==> config.mk <==
export PLATFORM = sky130hd
export DESIGN_NAME = alu_vector_player
export DESIGN_NICKNAME = d
export VERILOG_FILES = /design/src/rtl/alu_test_pkg.sv /design/src/rtl/alu_vec_checker.sv /design/src/rtl/alu_vector_player.sv
export SDC_FILE = /design/constraint.sdc
export NUM_CORES = 1
export LEC_CHECK = 0
export BUFFER_PORTS_ARGS = -buffer_cell sky130_fd_sc_hd__clkbuf_2
export CAP_MARGIN = 20
export CELL_PAD_IN_SITES_DETAIL_PLACEMENT = 1
export CELL_PAD_IN_SITES_GLOBAL_PLACEMENT = 2
export CORE_ASPECT_RATIO = 1.5
export CORE_MARGIN = 2
export CORE_UTILIZATION = 33
export DETAILED_ROUTE_END_ITERATION = 10
export GPL_TIMING_DRIVEN = 0
export PLACE_DENSITY = 0.85
export SYNTH_ARGS = -nofsm -noshare
export SYNTH_HDL_FRONTEND = slang
export SYNTH_HIERARCHICAL = 1
export SYNTH_SLANG_ARGS = --single-unit
==> constraint.sdc <==
create_clock -name clk -period 6.5 [get_ports clk]
set_clock_uncertainty 0.2 [all_clocks]
set_input_delay 0.975 -clock clk [delete_from_list [all_inputs] [get_ports clk]]
set_output_delay 0.975 -clock clk [all_outputs]
set_load 0.03 [all_outputs]
==> src/rtl/alu_test_pkg.sv <==
// Shared constants and types for the ALU self-test vector player.
// A vector word is {aluop, a, b, exp_result}, most significant field first.
package alu_test_pkg;

    localparam int VEC_W = 100;

    localparam int OP_MSB  = 99;
    localparam int OP_LSB  = 96;
    localparam int A_MSB   = 95;
    localparam int A_LSB   = 64;
    localparam int B_MSB   = 63;
    localparam int B_LSB   = 32;
    localparam int EXP_MSB = 31;
    localparam int EXP_LSB = 0;

    localparam int               ERR_W   = 11;
    localparam logic [ERR_W-1:0] ERR_MAX = '1;

    typedef enum logic [2:0] {
        ST_IDLE,
        ST_FETCH,
        ST_LOAD,
        ST_SETTLE,
        ST_CHECK,
        ST_DONE
    } state_t;

endpackage

==> src/rtl/alu_vec_checker.sv <==
// Compares the ALU outputs against the expected result and its derived zero flag.
// Uses case inequality so that any X/Z on the ALU outputs is reported as a mismatch.
module alu_vec_checker (
    input  logic [31:0] exp_result,
    input  logic [31:0] alu_result,
    input  logic        alu_zero,
    output logic        exp_zero,
    output logic        mismatch
);

    assign exp_zero = ~|exp_result;
    assign mismatch = (alu_result !== exp_result) || (alu_zero !== exp_zero);

endmodule

==> src/rtl/alu_vector_player.sv <==
// Self-test sequencer: plays vectors from a synchronous ROM through the ALU
// and accumulates mismatches into a saturating error count.
//
//   state     | meaning
//   ----------+------------------------------------------------------------
//   ST_IDLE   | waiting for start after reset
//   ST_FETCH  | vec_addr = idx, covering the one-cycle ROM latency
//   ST_LOAD   | capture ROM word into ALU drive regs, load settle timer
//   ST_SETTLE | down-count settle timer, leave on terminal count
//   ST_CHECK  | compare ALU outputs, record mismatch, advance or finish
//   ST_DONE   | results held until the next start
module alu_vector_player
    import alu_test_pkg::*;
#(
    parameter int NUM_VECTORS   = 12,
    parameter int ADDR_W        = 7,
    parameter int SETTLE_CYCLES = 2
) (
    input  logic              clk,
    input  logic              reset_n,
    input  logic              start,
    output logic [ADDR_W-1:0] vec_addr,
    input  logic [VEC_W-1:0]  vec_data,
    output logic [3:0]        alu_aluop,
    output logic [31:0]       alu_a,
    output logic [31:0]       alu_b,
    input  logic [31:0]       alu_result,
    input  logic              alu_zero,
    output logic              busy,
    output logic              done,
    output logic              pass,
    output logic [ERR_W-1:0]  err_cnt,
    output logic              fail_valid,
    output logic [ADDR_W-1:0] fail_idx
);

    localparam int                CNT_W       = (SETTLE_CYCLES > 1) ? $clog2(SETTLE_CYCLES) : 1;
    localparam logic [CNT_W-1:0]  SETTLE_LOAD = CNT_W'(SETTLE_CYCLES - 1);
    localparam logic [ADDR_W-1:0] LAST_IDX    = ADDR_W'(NUM_VECTORS - 1);

    state_t             state;
    logic [ADDR_W-1:0]  idx;
    logic [CNT_W-1:0]   settle_cnt;
    logic [31:0]        exp_result;
    logic               exp_zero_unused;
    logic               mismatch;
    logic [ERR_W-1:0]   err_nxt;

    assign vec_addr = idx;

    alu_vec_checker u_checker (
        .exp_result (exp_result),
        .alu_result (alu_result),
        .alu_zero   (alu_zero),
        .exp_zero   (exp_zero_unused),
        .mismatch   (mismatch)
    );

    // Saturating increment; pass must see the count including the final vector.
    always_comb begin
        err_nxt = err_cnt;
        if (mismatch && (err_cnt != ERR_MAX)) begin
            err_nxt = err_cnt + 1'b1;
        end
    end

    always_ff @(posedge clk or negedge reset_n) begin
        if (!reset_n) begin
            state      <= ST_IDLE;
            idx        <= '0;
            settle_cnt <= '0;
            exp_result <= '0;
            alu_aluop  <= '0;
            alu_a      <= '0;
            alu_b      <= '0;
            busy       <= 1'b0;
            done       <= 1'b0;
            pass       <= 1'b0;
            err_cnt    <= '0;
            fail_valid <= 1'b0;
            fail_idx   <= '0;
        end else begin
            fail_valid <= 1'b0;
            case (state)
                ST_IDLE, ST_DONE: begin
                    if (start) begin
                        state    <= ST_FETCH;
                        idx      <= '0;
                        err_cnt  <= '0;
                        fail_idx <= '0;
                        busy     <= 1'b1;
                        done     <= 1'b0;
                        pass     <= 1'b0;
                    end
                end
                ST_FETCH: begin
                    state <= ST_LOAD;
                end
                ST_LOAD: begin
                    alu_aluop  <= vec_data[OP_MSB:OP_LSB];
                    alu_a      <= vec_data[A_MSB:A_LSB];
                    alu_b      <= vec_data[B_MSB:B_LSB];
                    exp_result <= vec_data[EXP_MSB:EXP_LSB];
                    settle_cnt <= SETTLE_LOAD;
                    state      <= ST_SETTLE;
                end
                ST_SETTLE: begin
                    if (settle_cnt == '0) begin
                        state <= ST_CHECK;
                    end else begin
                        settle_cnt <= settle_cnt - 1'b1;
                    end
                end
                ST_CHECK: begin
                    err_cnt <= err_nxt;
                    if (mismatch) begin
                        fail_valid <= 1'b1;
                        fail_idx   <= idx;
                    end
                    if (idx == LAST_IDX) begin
                        state <= ST_DONE;
                        busy  <= 1'b0;
                        done  <= 1'b1;
                        pass  <= (err_nxt == '0);
                    end else begin
                        idx   <= idx + 1'b1;
                        state <= ST_FETCH;
                    end
                end
                default: begin
                    state <= ST_IDLE;
                end
            endcase
        end
    end

endmodule

---- Yosys cells after proc, flatten, opt, wreduce, memory -nomap -nowiden ----
Index checks and enable logic that the tools add are counted.
word-level totals
  register bits ........................... 133
  input port bits ......................... 136
  output and inout bits ................... 97
  word-level logic and storage cells ...... 68
operators by class
  $add $sub $neg .......................... 3
  equality and inequality tests ........... 14
  multiplexer cells ....................... 24
  reductions and logical operators ........ 14
operators by type and width
  operator                                                         count
  32-bit !== test                                                  1
  32-bit OR reduction                                              1
  7-bit one-hot mux with 2 select lines                            2
  11-bit 2-to-1 mux                                                2
  11-bit one-hot mux with 2 select lines                           1
  7-bit 2-to-1 mux                                                 3
  3-bit one-hot mux with 5 select lines                            1
  11-bit by 1-bit adder with 11-bit output, second input constant  1
  11-bit zero test                                                 1
  11-bit != test, second input constant                            1
  2-bit != test, second input constant                             5
  3-bit 2-to-1 mux                                                 3
  3-bit AND reduction                                              3
  1-bit 2-to-1 mux                                                 8
  1-bit one-hot mux with 2 select lines                            4
  7-bit by 1-bit adder with 7-bit output, second input constant    1
  7-bit by 4-bit == test with 1-bit output, second input constant  1
  3-bit by 2-bit == test with 1-bit output, second input constant  2
  3-bit == test, second input constant                             2
  2-bit AND reduction                                              2
  2-bit nonzero test                                               2
  3-bit by 1-bit == test with 1-bit output, second input constant  1
  3-bit zero test                                                  1
  2-bit OR reduction                                               1
  other kinds (5)                                                  5

---- Logic depth before layout (Yosys ltp) ----
  word-level depth ........................ 9
  mapped depth ............................ 10
  mapped depth without buffers ............ 9

---- Cells and area by module ----
The synthesis kept the hierarchy.
by module, submodules not included
  module             instances  cells each  area an instance (µm²)  sequential area each (µm²)
  alu_vector_player  1          415         5,519.0                 3,328.2
  alu_vec_checker    1          56          432.9                   0.0

---- Worst setup path before layout ----
No wires, ideal clock.
  path kind ............................... input to register
  start ................................... input port alu_result[3]
  end ..................................... register pass
  setup time .............................. 0.120 ns
  arrival time ............................ 2.455 ns
  required time ........................... 6.180 ns
  path slack .............................. 3.725 ns
  cell stages on the path ................. 10
  path buffers ............................ 1
  cells stage by stage .................... xnor2_1 > nand4_1 > nor4_1 > nand4_1 > buf_2 > and4_2 > nand3_1 > o22a_1 > nor3_1 > a31o_2
on the way
  longest elaborated chain between the ends .. 7
RTL lines
  item                                   RTL line                  text
  start, declared                        alu_vector_player.sv:27   input logic [31:0] alu_result,
  32-bit !== test                        alu_vec_checker.sv:12     assign mismatch = (alu_result !== exp_result) || (alu_zero !== exp_zero);
  1-bit logical OR                       alu_vec_checker.sv:12
  net mismatch                           alu_vector_player.sv:46   logic mismatch;
  1-bit logical AND                      alu_vector_player.sv:62   if (mismatch && (err_cnt != ERR_MAX)) begin
  11-bit 2-to-1 mux                      alu_vector_player.sv:62
  11-bit zero test                       alu_vector_player.sv:124  pass <= (err_nxt == '0);
  1-bit 2-to-1 mux                       alu_vector_player.sv:120  if (idx == LAST_IDX) begin
  1-bit one-hot mux with 2 select lines  alu_vector_player.sv:84   case (state)
  end signal, assigned                   alu_vector_player.sv:124
  end, declared                          alu_vector_player.sv:31   output logic pass,
The timed path passes the listed nets, and every way through them passes these cells. The select of a mux whose other input is x is not followed.
A chain may end at the register's enable or synchronous reset.

---- Final worst setup path ----
  start ................................... register exp_result[26]
  end ..................................... register err_cnt[7]
on the way
  longest elaborated chain between the ends .. 7
  elaborated cells on any way between the ends .. 8
  those cells by class .................... eq/ne (2); mux (2); reduce/logical (4)
RTL lines
  item                                        RTL line                  text
  start, declared                             alu_vector_player.sv:44   logic [31:0] exp_result;
  start signal, assigned                      alu_vector_player.sv:103  exp_result <= vec_data[EXP_MSB:EXP_LSB];
  32-bit OR reduction                         alu_vec_checker.sv:11     assign exp_zero = ~|exp_result;
  1-bit zero test                             alu_vec_checker.sv:11
  1-bit !== test                              alu_vec_checker.sv:12
  1-bit logical OR (*)                        alu_vec_checker.sv:12
  net mismatch                                alu_vector_player.sv:46
  1-bit logical AND (*)                       alu_vector_player.sv:62
  11-bit 2-to-1 mux (*)                       alu_vector_player.sv:62
  11-bit one-hot mux with 2 select lines (*)  alu_vector_player.sv:84
  end signal, assigned                        alu_vector_player.sv:115  err_cnt <= err_nxt;
  end, declared                               alu_vector_player.sv:32   output logic [ERR_W-1:0] err_cnt,
Mark *: on every way through the listed nets, which the timed path passes. The rest lies on a longest branch.

==> results.txt <==
- After detailed routing, the average wire length per cell comes to 18.2 um.
- Setup violations remaining at the end of the flow were counted as 0.
- In this run, CTS created clock tree buffers numbering 17.
* Crit Path Max Fanout: 10
* Run status: completed
* Non-Filler Cell Area, Final: 0.00802 sq mm
- Die area: 0.0191 sq mm
* Smallest setup slack after layout: 3.21 ns
* Antenna violations before repair: 0
* Number of buffers added to fix hold violations after cts: 0
* Sink Count: 133
* Layout Nets: 860
* Antenna diode instance count: 0
* Number of global-route vias before repair: 5296
- CP startpoint kind: flip-flop
- After legalization and detailed placement, the total HPWL measured 13500 um.
- After clock tree synthesis, the clock-pin slew on the worst setup and hold paths is 0.06 ns.
* Hold Violations, Final: 0
- Once detail routing completed, the nets flagged for antenna violations numbered 0.
- Count of H-tree levels built during CTS: 4
* Worst slack, placed: 2.97 ns
- The initial utilization of the core area, before any placement, comes to 0.334.
- Average cell area after synthesis: 12.7 sq um
- The congestion estimate from routability-driven global placement came to 0.873.
- At the later pin of the worst-skew pair, clock insertion delay measures 0.41 ns.
- The number of max-slew violations in the final report is 0.
- Critical Path RT: 6.60 ns
* Upper clock frequency limit: 304 MHz
- IR analysis of the VDD net gives a maximum drop of 0.282 mV.
- The min-delay analysis places its worst path in the category in2async.
- Detailed-route via count: 4783
- Worst-case clock buffer depth: 2
* Total length of routed wires: 17300 um
- Pin count of the biggest net entering global routing: 110
* Area of the core: 0.0178 sq mm
- Setup tns final: 0 ns
- Width of the chip: 114 um
* Post-detailed-route DRC marker count: 0
- In this run the vertical extent of the chip is 168 um.
- Most common cell after layout, fill and taps aside: clkbuf_2
- During synthesis, Yosys emitted a total of 6 warnings.
- Number of buffers added on ports: 232
- Pwr dens: 521 mW/mm^2
- Data on the critical path arrives at its endpoint at 3.38 ns.
* Detailed Route Iter0 Violations: 168
* Final cycle utilization of the critical path: 0.506
- Count of maximum capacitance violations: 0
* Net count after synthesis: 608
- Setup repair after global routing left no endpoint under its margin.
* Root Driver: clkbuf_16
- Total congestion overflow after global routing: 0
* Placed Cells incl. Taps: 920
- Using the TritonRoute via totals, the vias-per-cell ratio works out to 5.03.
- Post-cts sizing count: 0
- The first global-routing pass estimated 27500 um of wire.
* Area added between synthesis and finish: 34.8%
* Fraction of layout instances using a drive strength above 1: 0.541
- At the pin with the least slew margin, the transition time is 0.632 ns.
- TritonCTS built the clock tree.
- Buffers added to address setup during post-CTS repair amount to 0.
- The critical path is of the reg2reg type.
- The synthesized netlist occupies a cell area of 0.00595 sq mm.
- Row cnt: 60
* Total track usage: 0.185
- STA classifies the critical path endpoint as a flip-flop.
- Measured against its own limit, the worst slew margin works out to 0.575.
- Clock period minus worst slack: 3.29 ns
- Before antenna repair, the detailed router went through 4 iterations.
- Summed over all cells, the static leakage comes to 3.74 nW.
* Gate count after technology mapping: 470
- The top cell types in the final layout, fill and taps aside, are clkbuf_2 (232), dfrtp_1 (133), mux2_2 (100).
- For this run, the number of standard cells in the final layout without fillers is 951.
- Worst-case hold slack: 0.232 ns
- Cell area after placement: 0.00742 sq mm
* Top-level port count: 233
[routing by layer]
| layer | up-vias | routed length (um) | global-route usage |
|---|---|---|---|
| met5 | - | 0 | 0 |
| met1 | 2377 | 6660 | 0.206 |
| met2 | 166 | 9150 | 0.329 |
| met4 | 0 | 475 | 0.0700 |
| met3 | 33 | 1020 | 0.0576 |
| li1 | 2207 | - | - |
[worst paths after layout]
| kind | startpoint | end | slack [ns] | cells past startpoint |
|---|---|---|---|---|
| worst max-delay path | exp_result[26] | err_cnt[7] | 3.21 | 10 |
| worst min-delay path | reset_n | exp_result[11] | 0.23 | 1 |
| worst max register to register | exp_result[26] | err_cnt[7] | 3.21 | 10 |
| worst min register to register | alu_a[5] | alu_a[5] | 0.30 | 1 |
| max in group asynchronous | reset_n | alu_aluop[1] | 5.07 | 2 |
| min in group clk | alu_a[5] | alu_a[5] | 0.30 | 1 |
[worst max-delay path: stages (launching register included)]
cell	delay, ns
dfrtp_1	0.40
nor4_1	0.59
nand4_1	0.20
or3_1	0.37
nand4_1	0.23
buf_2	0.26
nand2_1	0.16
nor2_1	0.15
and3b_4	0.23
o21ai_0	0.08
a22o_2	0.29
[per-stage QoR]
stage                      util  power, W
after global placement    0.415   0.00317
after global routing      0.451   0.00442
after floorplan               -   0.00267
after CTS                 0.451   0.00423
final                     0.451   0.00418
after detailed placement  0.417   0.00325
[flip-flops by register name (all words and copies together), names as in the netlist]
signal and count:
alu_a 32, alu_aluop 4, alu_b 32, busy 1, done 1, err_cnt 11, exp_result 32, fail_idx 7
fail_valid 1, pass 1, settle_cnt 1, state 3, vec_addr 7
[layout make-up]
type	count	area, sq um
well taps	217	272
repair buffers	233	1200
clock buffers	21	480
flip-flops and latches	133	3330
fillers	1988	9770
clock inverters	10	120
plain buffers	21	103
multi-input cells	307	2480
inverters	9	33.8
[power by group]
part	total [W]	leakage, nW	switching, W	internal [W]
clock	0.000968	0.292	0.000361	0.000606
sequential	0.00144	1.62	0.000257	0.00118
combinational	0.00177	1.83	0.00103	0.000738
total	0.00418	3.74	0.00165	0.00253
Power figures use the tool's default switching activity.
